File: src/rtl/accumulator_pkg.sv
// accumulator_pkg: types and helpers shared by the accumulator buffer and its drain.
// Latency: n/a (declarations only).
// Backpressure: n/a.
package accumulator_pkg;

    // Element width code: element width = SEW << code; BW_RSVD is rejected at start.
    typedef enum logic [1:0] {
        BW_1X   = 2'd0,
        BW_2X   = 2'd1,
        BW_4X   = 2'd2,
        BW_RSVD = 2'd3
    } bitwidth_e;

    // Drain sequencer states.
    typedef enum logic [1:0] {
        ST_IDLE  = 2'd0,
        ST_DRAIN = 2'd1,
        ST_DONE  = 2'd2
    } drain_state_e;

    // log2 of the element width multiple; also the right-shift that turns the
    // buffer depth into the element count of a tile.
    function automatic logic [1:0] elem_shift(input bitwidth_e bw);
        logic [1:0] sh;
        case (bw)
            BW_1X:   sh = 2'd0;
            BW_2X:   sh = 2'd1;
            BW_4X:   sh = 2'd2;
            default: sh = 2'd0;
        endcase
        return sh;
    endfunction

endpackage

File: src/rtl/accumulator_drain_element_unpack.sv
// element_unpack: slices the low (SEW << bitwidth) bits of a buffer word and sign-extends them to 4*SEW.
// Latency: purely combinational.
// Backpressure: none; the caller registers the result. ACCUMULATOR_DRAIN_RELU_EN clamps negative results to 0.
module element_unpack
    import accumulator_pkg::*;
#(
    parameter int SEW = 4,
    localparam int EW = 4 * SEW
) (
    input  bitwidth_e        bitwidth,
    input  logic [EW-1:0]    raw,
    output logic [EW-1:0]    elem
);

    logic [EW-1:0] ext;

    // Sign-extend the selected slice; unused upper bits of the word are ignored.
    always_comb begin
        ext = '0;
        case (bitwidth)
            BW_1X:   ext = {{(EW - SEW){raw[SEW-1]}}, raw[SEW-1:0]};
            BW_2X:   ext = {{(EW - 2*SEW){raw[2*SEW-1]}}, raw[2*SEW-1:0]};
            default: ext = raw;
        endcase
    end

    // Optional ReLU on the already sign-extended value, same cycle.
    always_comb begin
`ifdef ACCUMULATOR_DRAIN_RELU_EN
        elem = ext[EW-1] ? '0 : ext;
`else
        elem = ext;
`endif
    end

endmodule

File: src/rtl/accumulator_drain.sv
// accumulator_drain: streams a finished tile out of the accumulator buffer as sign-extended elements, then pulses buffer_transfer.
// Latency: start sampled at edge k -> element 0 valid in cycle k+2; with out_ready high, DONE in cycle k+N+2.
// Backpressure: out_ready low holds out_data/out_index/read pointer; every stall cycle delays all later events by one.
// Build option: ACCUMULATOR_DRAIN_RELU_EN outputs negative elements as 0 (applied in element_unpack).
module accumulator_drain
    import accumulator_pkg::*;
#(
    parameter int BUFFER_WIDTH           = 8,
    parameter int SMALLEST_ELEMENT_WIDTH = 4,
    localparam int EW = 4 * SMALLEST_ELEMENT_WIDTH,
    localparam int IW = $clog2(BUFFER_WIDTH),
    localparam int PW = IW + 1
) (
    input  logic          clk,
    input  logic          reset,
    input  logic          start,
    input  logic [1:0]    bitwidth,
    output logic [IW-1:0] buffer_bank_entry,
    input  logic [EW-1:0] buffer_data_read,
    output logic          buffer_transfer,
    output logic          out_valid,
    input  logic          out_ready,
    output logic [EW-1:0] out_data,
    output logic [IW-1:0] out_index,
    output logic          busy,
    output logic          done,
    output logic          error
);

    drain_state_e  state_q;
    drain_state_e  state_d;
    bitwidth_e     bw_q;
    logic [PW-1:0] ptr_q;       // one bit wider than the index so it can reach N
    logic [PW-1:0] n_elems;
    logic          start_ok;
    logic          start_bad;
    logic          load;
    logic          handshake;
    logic          error_q;
    logic [EW-1:0] unpacked;

    // start is only honoured in IDLE; the reserved width code is refused there.
    assign start_ok  = (state_q == ST_IDLE) && start && (bitwidth != BW_RSVD);
    assign start_bad = (state_q == ST_IDLE) && start && (bitwidth == BW_RSVD);

    // Element count of the tile for the latched width.
    assign n_elems   = PW'(BUFFER_WIDTH >> elem_shift(bw_q));
    assign handshake = out_valid && out_ready;

    element_unpack #(
        .SEW (SMALLEST_ELEMENT_WIDTH)
    ) u_unpack (
        .bitwidth (bw_q),
        .raw      (buffer_data_read),
        .elem     (unpacked)
    );

    // State register.
    always_ff @(posedge clk or posedge reset) begin
        if (reset) begin
            state_q <= ST_IDLE;
        end else begin
            state_q <= state_d;
        end
    end

    // Next state, load strobe and status outputs.
    always_comb begin
        state_d           = state_q;
        load              = 1'b0;
        busy              = 1'b0;
        done              = 1'b0;
        buffer_transfer   = 1'b0;
        buffer_bank_entry = '0;
        case (state_q)
            ST_IDLE: begin
                if (start_ok) begin
                    state_d = ST_DRAIN;
                end
            end
            ST_DRAIN: begin
                busy              = 1'b1;
                buffer_bank_entry = ptr_q[IW-1:0];
                // Fetch the next word whenever the output register is free or emptying.
                load              = (!out_valid || out_ready) && (ptr_q < n_elems);
                // Last element is leaving (or already gone): finish next cycle.
                if ((ptr_q == n_elems) && (!out_valid || out_ready)) begin
                    state_d = ST_DONE;
                end
            end
            ST_DONE: begin
                busy            = 1'b1;
                done            = 1'b1;
                buffer_transfer = 1'b1;
                state_d         = ST_IDLE;
            end
            default: begin
                state_d = ST_IDLE;
            end
        endcase
    end

    // Latch the width at start and advance the read pointer on every load.
    always_ff @(posedge clk or posedge reset) begin
        if (reset) begin
            ptr_q <= '0;
            bw_q  <= BW_1X;
        end else if (start_ok) begin
            ptr_q <= '0;
            bw_q  <= bitwidth_e'(bitwidth);
        end else if (load) begin
            ptr_q <= ptr_q + PW'(1);
        end
    end

    // Output register: load wins over handshake, holds while stalled, empty in DONE.
    always_ff @(posedge clk or posedge reset) begin
        if (reset) begin
            out_valid <= 1'b0;
            out_data  <= '0;
            out_index <= '0;
        end else if (state_q == ST_DONE) begin
            out_valid <= 1'b0;
        end else if (load) begin
            out_valid <= 1'b1;
            out_data  <= unpacked;
            out_index <= ptr_q[IW-1:0];
        end else if (handshake) begin
            out_valid <= 1'b0;
        end
    end

    // Rejected start reports one cycle later.
    always_ff @(posedge clk or posedge reset) begin
        if (reset) begin
            error_q <= 1'b0;
        end else begin
            error_q <= start_bad;
        end
    end

    assign error = error_q;

endmodule
File: config.mk
export PLATFORM = sky130hd
export DESIGN_NAME = accumulator_drain
export DESIGN_NICKNAME = d
export VERILOG_FILES = /design/src/rtl/accumulator_pkg.sv /design/src/rtl/accumulator_drain_element_unpack.sv /design/src/rtl/accumulator_drain.sv
export SDC_FILE = /design/constraint.sdc
export NUM_CORES = 1
export LEC_CHECK = 0
export ABC_AREA = 1
export CAP_MARGIN = 20
export CORE_UTILIZATION = 41
export DETAILED_ROUTE_END_ITERATION = 7
export GPL_TIMING_DRIVEN = 0
export PLACE_DENSITY = 0.75
export SYNTH_ARGS = -nofsm -noshare
export SYNTH_HDL_FRONTEND = slang
export SYNTH_SLANG_ARGS = --single-unit
File: constraint.sdc
create_clock -name clk -period 2.1 [get_ports clk]
set_input_delay 0.21 -clock clk [delete_from_list [all_inputs] [get_ports clk]]
set_output_delay 0.21 -clock clk [all_outputs]
set_load 0.02 [all_outputs]
==> metrics.txt <==
# TYPE chip_impl_metric gauge
chip_impl_metric{name="power_density",unit="nW/um^2"} 1590
chip_impl_metric{name="synth_seq_area_share",unit="%"} 42.5
chip_impl_metric{name="synth.top_cell.area_share",unit="%"} 42.5
chip_impl_metric{name="maxSlewHeadroom",unit="%"} 67.8
chip_impl_metric{name="tightest_slew",unit="ns"} 0.481
chip_impl_metric{name="path_max_fanout",unit=""} 6
chip_impl_metric{name="crit_arrival",unit="ns"} 1.75
chip_impl_info{name="type_of_the_most_critical_hold_path",value="in -> async"} 1
chip_impl_metric{name="leak_pwr",unit="nW"} 1.27
chip_impl_metric{name="grt_use_total",unit="%"} 18.9
chip_impl_metric{name="detailroute.via_count",unit=""} 1576
chip_impl_metric{name="setup_ws",unit="ns"} 0.144
chip_impl_metric{name="ys.warnings.count",unit=""} 0
chip_impl_info{name="highest_layer",value="met4"} 1
chip_impl_metric{name="via_per_inst",unit=""} 4.94
chip_impl_metric{name="buffer_ports.inserted",unit=""} 48
chip_impl_metric{name="die-area",unit="um^2"} 4430
chip_impl_metric{name="filler_cell_count",unit=""} 383
chip_impl_metric{name="finalSetupViolCount",unit=""} 0
chip_impl_info{name="yosys-top-cells-area",value="sky130_fd_sc_hd__dfrtp_1 42%, sky130_fd_sc_hd__nand2_1 20%, sky130_fd_sc_hd__ha_1 9.5%, sky130_fd_sc_hd__nand4_1 8.8%, sky130_fd_sc_hd__inv_1 4.6%"} 1
chip_impl_metric{name="clkTransAtPathRegs",unit="ns"} 0.07
chip_impl_metric{name="dp_cells",unit=""} 310
chip_impl_metric{name="numCtsBuffers",unit=""} 5
chip_impl_metric{name="drt_iter0_markers",unit=""} 96
chip_impl_metric{name="mappedNetlistArea",unit="um^2"} 1710
chip_impl_metric{name="max_cap_violations",unit=""} 0
chip_impl_metric{name="first_pass_grt_wire_length",unit="um"} 6330
chip_impl_info{name="synth_top_family_by_area",value="simple AND/OR/NAND/NOR gates"} 1
chip_impl_metric{name="number_of_primary_i_o_pins",unit=""} 49
chip_impl_metric{name="gp_congestion",unit=""} 0.739
chip_impl_metric{name="antenna_found_initial",unit=""} 0
chip_impl_metric{name="design_area",unit="um^2"} 2380
chip_impl_info{name="synth_largest_area_cell",value="sky130_fd_sc_hd__dfrtp_1"} 1
chip_impl_info{name="path_class",value="reg -> out"} 1
chip_impl_metric{name="die_x",unit="um"} 66.5
chip_impl_metric{name="dp_slack",unit="ns"} 0.242
chip_impl_info{name="violations",value="DRC"} 1
chip_impl_metric{name="complex_gate_fraction_of_the_synthesized_area",unit="%"} 1.10
chip_impl_metric{name="routedLengthMet1",unit="um"} 1660
chip_impl_metric{name="syn-num-nets",unit=""} 247
chip_impl_metric{name="synth_area_per_cell",unit="um^2"} 8.06
chip_impl_metric{name="core",unit="um^2"} 4000
chip_impl_metric{name="synthesis.instances",unit=""} 212
chip_impl_metric{name="finalHoldViolations",unit=""} 0
chip_impl_metric{name="antenna_cells",unit=""} 0
chip_impl_metric{name="detailed_place_hpwl",unit="um"} 2730
chip_impl_metric{name="final.setup_skew",unit="ns"} 0.00739
chip_impl_info{name="run_status",value="finished with violations"} 1
chip_impl_metric{name="synth_cell_type_count",unit=""} 19
chip_impl_metric{name="total_iterations_of_the_first_detailed_routing_run",unit=""} 6
chip_impl_metric{name="post_synth_xor_area_fraction",unit="%"} 0.513
chip_impl_metric{name="postPlaceCellArea",unit="um^2"} 2250
chip_impl_metric{name="fin_crit_sh",unit="%"} 93.1
chip_impl_metric{name="cp.required",unit="ns"} 1.89
chip_impl_metric{name="wl_met3",unit="um"} 210
chip_impl_info{name="cp-start-kind",value="flip-flop"} 1
chip_impl_metric{name="max-clock-path-buffers",unit=""} 2
chip_impl_metric{name="overflow_left_after_global_routing",unit=""} 0
chip_impl_metric{name="layout-drive-gt1-share",unit="%"} 9.29
chip_impl_metric{name="die_h",unit="um"} 66.5
chip_impl_metric{name="clkLatencyLatePin",unit="ns"} 0.28
chip_impl_metric{name="muxShareOfSynthArea",unit="%"} 0
chip_impl_metric{name="finalCriticalPeriod",unit="ns"} 1.96
chip_impl_info{name="cts_root_buf",value="sky130_fd_sc_hd__clkbuf_8"} 1
chip_impl_metric{name="flow.area_growth_from_synthesis",unit="%"} 39.5
chip_impl_info{name="cts_tree",value="done"} 1
chip_impl_metric{name="grt_max_degree",unit=""} 30
chip_impl_metric{name="yosys.area_share.simple",unit="%"} 36.3
chip_impl_metric{name="detailed_route_drc_error_count",unit=""} 2
chip_impl_metric{name="post-cts-setup-buffer-count",unit=""} 0
chip_impl_metric{name="fin_cells",unit=""} 319
chip_impl_info{name="rsz0062_at_grt",value="false"} 1
chip_impl_metric{name="peakVddDrop",unit="uV"} 742
chip_impl_metric{name="start_util",unit="%"} 42.7
chip_impl_metric{name="synth-adder-area-share",unit="%"} 9.52
chip_impl_metric{name="detail_route.wirelength",unit="um"} 3750
chip_impl_metric{name="rows",unit=""} 23
chip_impl_metric{name="drtAntennaViolNets",unit=""} 0
chip_impl_metric{name="setup_total_neg_slack",unit="ns"} 0
chip_impl_metric{name="vias_in_the_first_global_route",unit=""} 1472
chip_impl_metric{name="numClockSinks",unit=""} 29
chip_impl_metric{name="worst_hold_slack",unit="ns"} 0.192
chip_impl_metric{name="drv_slew",unit=""} 0
chip_impl_metric{name="timing_limited_maximum_frequency",unit="MHz"} 511
chip_impl_metric{name="met2_length",unit="um"} 1820
chip_impl_info{name="endpoint_class_of_the_critical_path",value="output pin"} 1
chip_impl_metric{name="detail_route.wl_per_cell",unit="um"} 11.7
chip_impl_metric{name="design.final.nets",unit=""} 303
chip_impl_metric{name="cts_htree_levels",unit=""} 2
chip_impl_metric{name="synth-seq-cells",unit=""} 29
## worst paths after layout
check / startpoint / end / slack, ns / cells after the start
min in group clk: out_index[1]$_DFFE_PP0P_ / out_index[1]$_DFFE_PP0P_ / 0.48 / 2
worst max-delay path: state_q[1]$_DFFE_PP0P_ / buffer_bank_entry[1] / 0.14 / 5
worst max register to register: bw_q[0]$_DFFE_PP0P_ / ptr_q[0]$_DFFE_PP0P_ / 0.20 / 9
worst min-delay path: reset / state_q[0]$_DFFE_PP0P_ / 0.19 / 2
worst min register to register: out_index[1]$_DFFE_PP0P_ / out_index[1]$_DFFE_PP0P_ / 0.48 / 2
max in group asynchronous: reset / out_data[11]$_DFFE_PP0P_ / 1.48 / 3
## flip-flops by register name, summed over array words and instances, names as in the netlist
signal and cells:
out_valid 1, error 1, bw_q 2, state_q 2
ptr_q 4, out_index 3, out_data 16
## kinds of logic (layout without fill, tap and decap cells)
logic type | count (synthesis) | count (layout)
XOR/XNOR | 1 | 1
flip-flops | 29 | 29
AND/OR/NAND/NOR | 135 | 135
AO/OA/AOI/OAI | 3 | 3
buffers and inverters | 31 | 88
adder cells (fa/ha/maj) | 13 | 13
## power breakdown
part / internal (W) / switching, W
logic: 0.000969 / 0.00134
clock network: 0.000296 / 0.000212
registers: 0.000799 / 0.000162
## Yosys cell counts
library cell and count:
sky130_fd_sc_hd__a21oi_1 2, sky130_fd_sc_hd__buf_2 2, sky130_fd_sc_hd__buf_4 1, sky130_fd_sc_hd__buf_6 4
sky130_fd_sc_hd__clkbuf_1 1, sky130_fd_sc_hd__clkbuf_8 2, sky130_fd_sc_hd__dfrtp_1 29, sky130_fd_sc_hd__ha_1 13
sky130_fd_sc_hd__inv_1 21, sky130_fd_sc_hd__nand2_1 93, sky130_fd_sc_hd__nand2_2 2, sky130_fd_sc_hd__nand2_4 1
sky130_fd_sc_hd__nand3_1 8, sky130_fd_sc_hd__nand3_4 1, sky130_fd_sc_hd__nand4_1 24, sky130_fd_sc_hd__nor2_1 5
sky130_fd_sc_hd__nor2_8 1, sky130_fd_sc_hd__o21ai_2 1, sky130_fd_sc_hd__xor2_1 1
## worst max-delay path, stage by stage, from the launching register on
cell and delay [ns]:
sky130_fd_sc_hd__dfrtp_1 0.39, sky130_fd_sc_hd__inv_1 0.09, sky130_fd_sc_hd__ha_2 0.24, sky130_fd_sc_hd__nand2_1 0.08
sky130_fd_sc_hd__inv_1 0.06, sky130_fd_sc_hd__clkdlybuf4s50_1 0.59
## stage by stage
step                      util, %  power [W]
final                        59.6    0.00378
after global routing         59.6    0.00412
after CTS                    58.8    0.00380
after detailed placement     56.3    0.00328
after global placement       56.3    0.00321
after floorplan                 -    0.00252
## layer usage
metal  GRT usage (%)  vias to the layer above
li1                -                      791
met1            23.2                      729
met2            32.1                       49
met3            3.77                        7
met4            7.45                        0
met5               0                        -
## cell usage in the layout (no fill, tap or decap), types with 4 or more instances in the layout
cell type / count
sky130_fd_sc_hd__nand4_1: 24
sky130_fd_sc_hd__inv_1: 21
sky130_fd_sc_hd__clkdlybuf4s50_1: 48
sky130_fd_sc_hd__dfrtp_1: 29
sky130_fd_sc_hd__buf_6: 4
sky130_fd_sc_hd__nor2_1: 5
sky130_fd_sc_hd__nand3_1: 8
sky130_fd_sc_hd__ha_1: 12
sky130_fd_sc_hd__clkbuf_8: 9
sky130_fd_sc_hd__nand2_1: 93
## area by class of cell
cell class,instances,area (um^2),share of cell area (%)
multi-input combinational,152,812,34.1
sequential,29,726,30.5
timing repair buffer,49,508,21.3
clock buffer,7,96.3,4.04
buffer,10,93.8,3.94
inverter,21,78.8,3.31
tap,50,62.6,2.63
clock inverter,1,5.00,0.210
## timing repair
| item | 4_1_cts | 5_1_grt |
|---|---|---|
| gates resized for setup | 0 | 1 |
| setup endpoints to repair | 0 | 3 |
| hold buffers | 0 | 0 |
| endpoints found under the hold margin | 0 | 0 |
(Power assumes the default switching activity.)
==> RTL change (same settings) <==
Set the parameter `BUFFER_WIDTH` to 16 (it was 8).
--- a/src/rtl/accumulator_drain.sv
+++ b/src/rtl/accumulator_drain.sv
@@ -7,3 +7,3 @@
 #(
-    parameter int BUFFER_WIDTH           = 8,
+    parameter int BUFFER_WIDTH           = 16,
     parameter int SMALLEST_ELEMENT_WIDTH = 4,
Interface: changed (resized buffer_bank_entry and out_index); port bits go from 49 to 51. No check against the original RTL was run, so the function may have changed too.
==> RTL change against the unedited design <==
  * Critical path depth unchanged
  * Routed wire length up 6.7%
  * Register-to-register slack worse by 0.03 ns
  * Critical endpoint is now buffer_bank_entry[3]
  * Sequential cell count up 2
  * Worst hold slack better by 0.083 ns
  * Setup slack worse by 0.025 ns
  * Clock power down 10%
  * Synthesized area up 6.4%
  * Synthesized cell count up 7.5%
  * Power down 2.5%
  * Largest cell class unchanged
  * Critical path type unchanged
  * Count of clock-buffer cells in the layout down 2
  * Design area up 5.4%
==> RTL change: results (changes against the unedited design) <==
Synth
  • Synthesized area per cell: 7.968 um^2 (was 8.056 um^2)
  • Net Count, Synth: 264 (was 247)
  • Commonest cells in the netlist: 97 x nand2_1, 31 x dfrtp_1, 27 x nand4_1 (was 93 x nand2_1, 29 x dfrtp_1, 24 x nand4_1)
  • Synth Warn #: 0 (unchanged)
  • Sequential share of the synthesized area: 42.70% (was 42.49%)

Power
  • Peak supply drop: 0.6345 mV (was 0.7423 mV)
  • Clock share of power: 12.3% (was 13.4%)
  • Pwr Total: 3.688 mW (was 3.781 mW)
  • PD cells: 1468 nW/um^2 (was 1587 nW/um^2)
  • Leak Pwr: 1.332 nW (was 1.266 nW)
  • Sw frac: 45.82% (was 45.41%)

Finish
  • Multi-input logic area: 878.3 um^2 (was 812.0 um^2)
  • Fin nets: 324 (was 303)
  • #MultiIn Comb: 163 (was 152)
  • Inverters: 23 (was 21)
  • Top flop regs: out_data x16, ptr_q x5, out_index x4 (was out_data x16, ptr_q x4, out_index x3)
  • FF+latch count: 31 (was 29)
  • Finished Layout Cells: 339 (was 319)
  • Fraction of area in non-clock buffers: 24.86% (was 25.26%)
  • Seq/total area: 30.89% (was 30.46%)

Run status
  • Run status: completed (was finished, violations left)

Route
  • Via count: 1,695 (was 1,576)
  • Pre-Repair DR Iteration Count: 4 (was 6)
  • Initial drt markers: 133 (was 96)

Timing
  • Slew margin rel.: 63.12% (was 67.84%)
  • Fin Clk Skew: 0.008357 ns (was 0.007388 ns)

Placement
  • PortBufs: 50 (was 48)
  • DP HPWL: 3002 um (was 2727 um)
  • DP Cell Count: 329 (was 310)
  • Placement-stage cell area: 2407 um^2 (was 2251 um^2)

Critical path
  • Crit path DAT: 1.77 ns (was 1.75 ns)
  • Worst-path fanout max: 7 (was 6)

GRT
  • GRT Util Overall: 18.88% (was 18.87%)
  • Vias in the first global route: 1,543 (was 1,472)
-- RTL change: routing by layer --
layer  global-route usage (%)  part of all wire (%)
met1                    23.78                    44
met2                    30.88                    46
met3                    3.783                   8.2
met4                    8.854                   1.7
met5                        0                     0
-- RTL change: kinds of logic after synthesis --
group                      synth area share, %
and+or+nand+nor                          36.78
xor gates and xnor gates                0.4822
adders and majority gates                9.642
buffers and inverters                    9.090
AOI/OAI and AO/OA                        1.308
DFF                                      42.70
-- RTL change: worst paths after layout --
| path | slack [ns] | startpoint | end | depth (start not counted) |
|---|---|---|---|---|
| setup / recovery | 0.12 | state_q[1] | buffer_bank_entry[3] | 5 |
| hold / removal | 0.28 | reset | out_data[5] | 2 |
| hold reg to reg | 0.47 | out_data[2] | out_data[2] | 2 |
| max in group asynchronous | 1.34 | reset | ptr_q[1] | 3 |
| min in group clk | 0.47 | bitwidth[1] | error | 3 |
| setup reg to reg | 0.17 | bw_q[0] | out_data[1] | 10 |
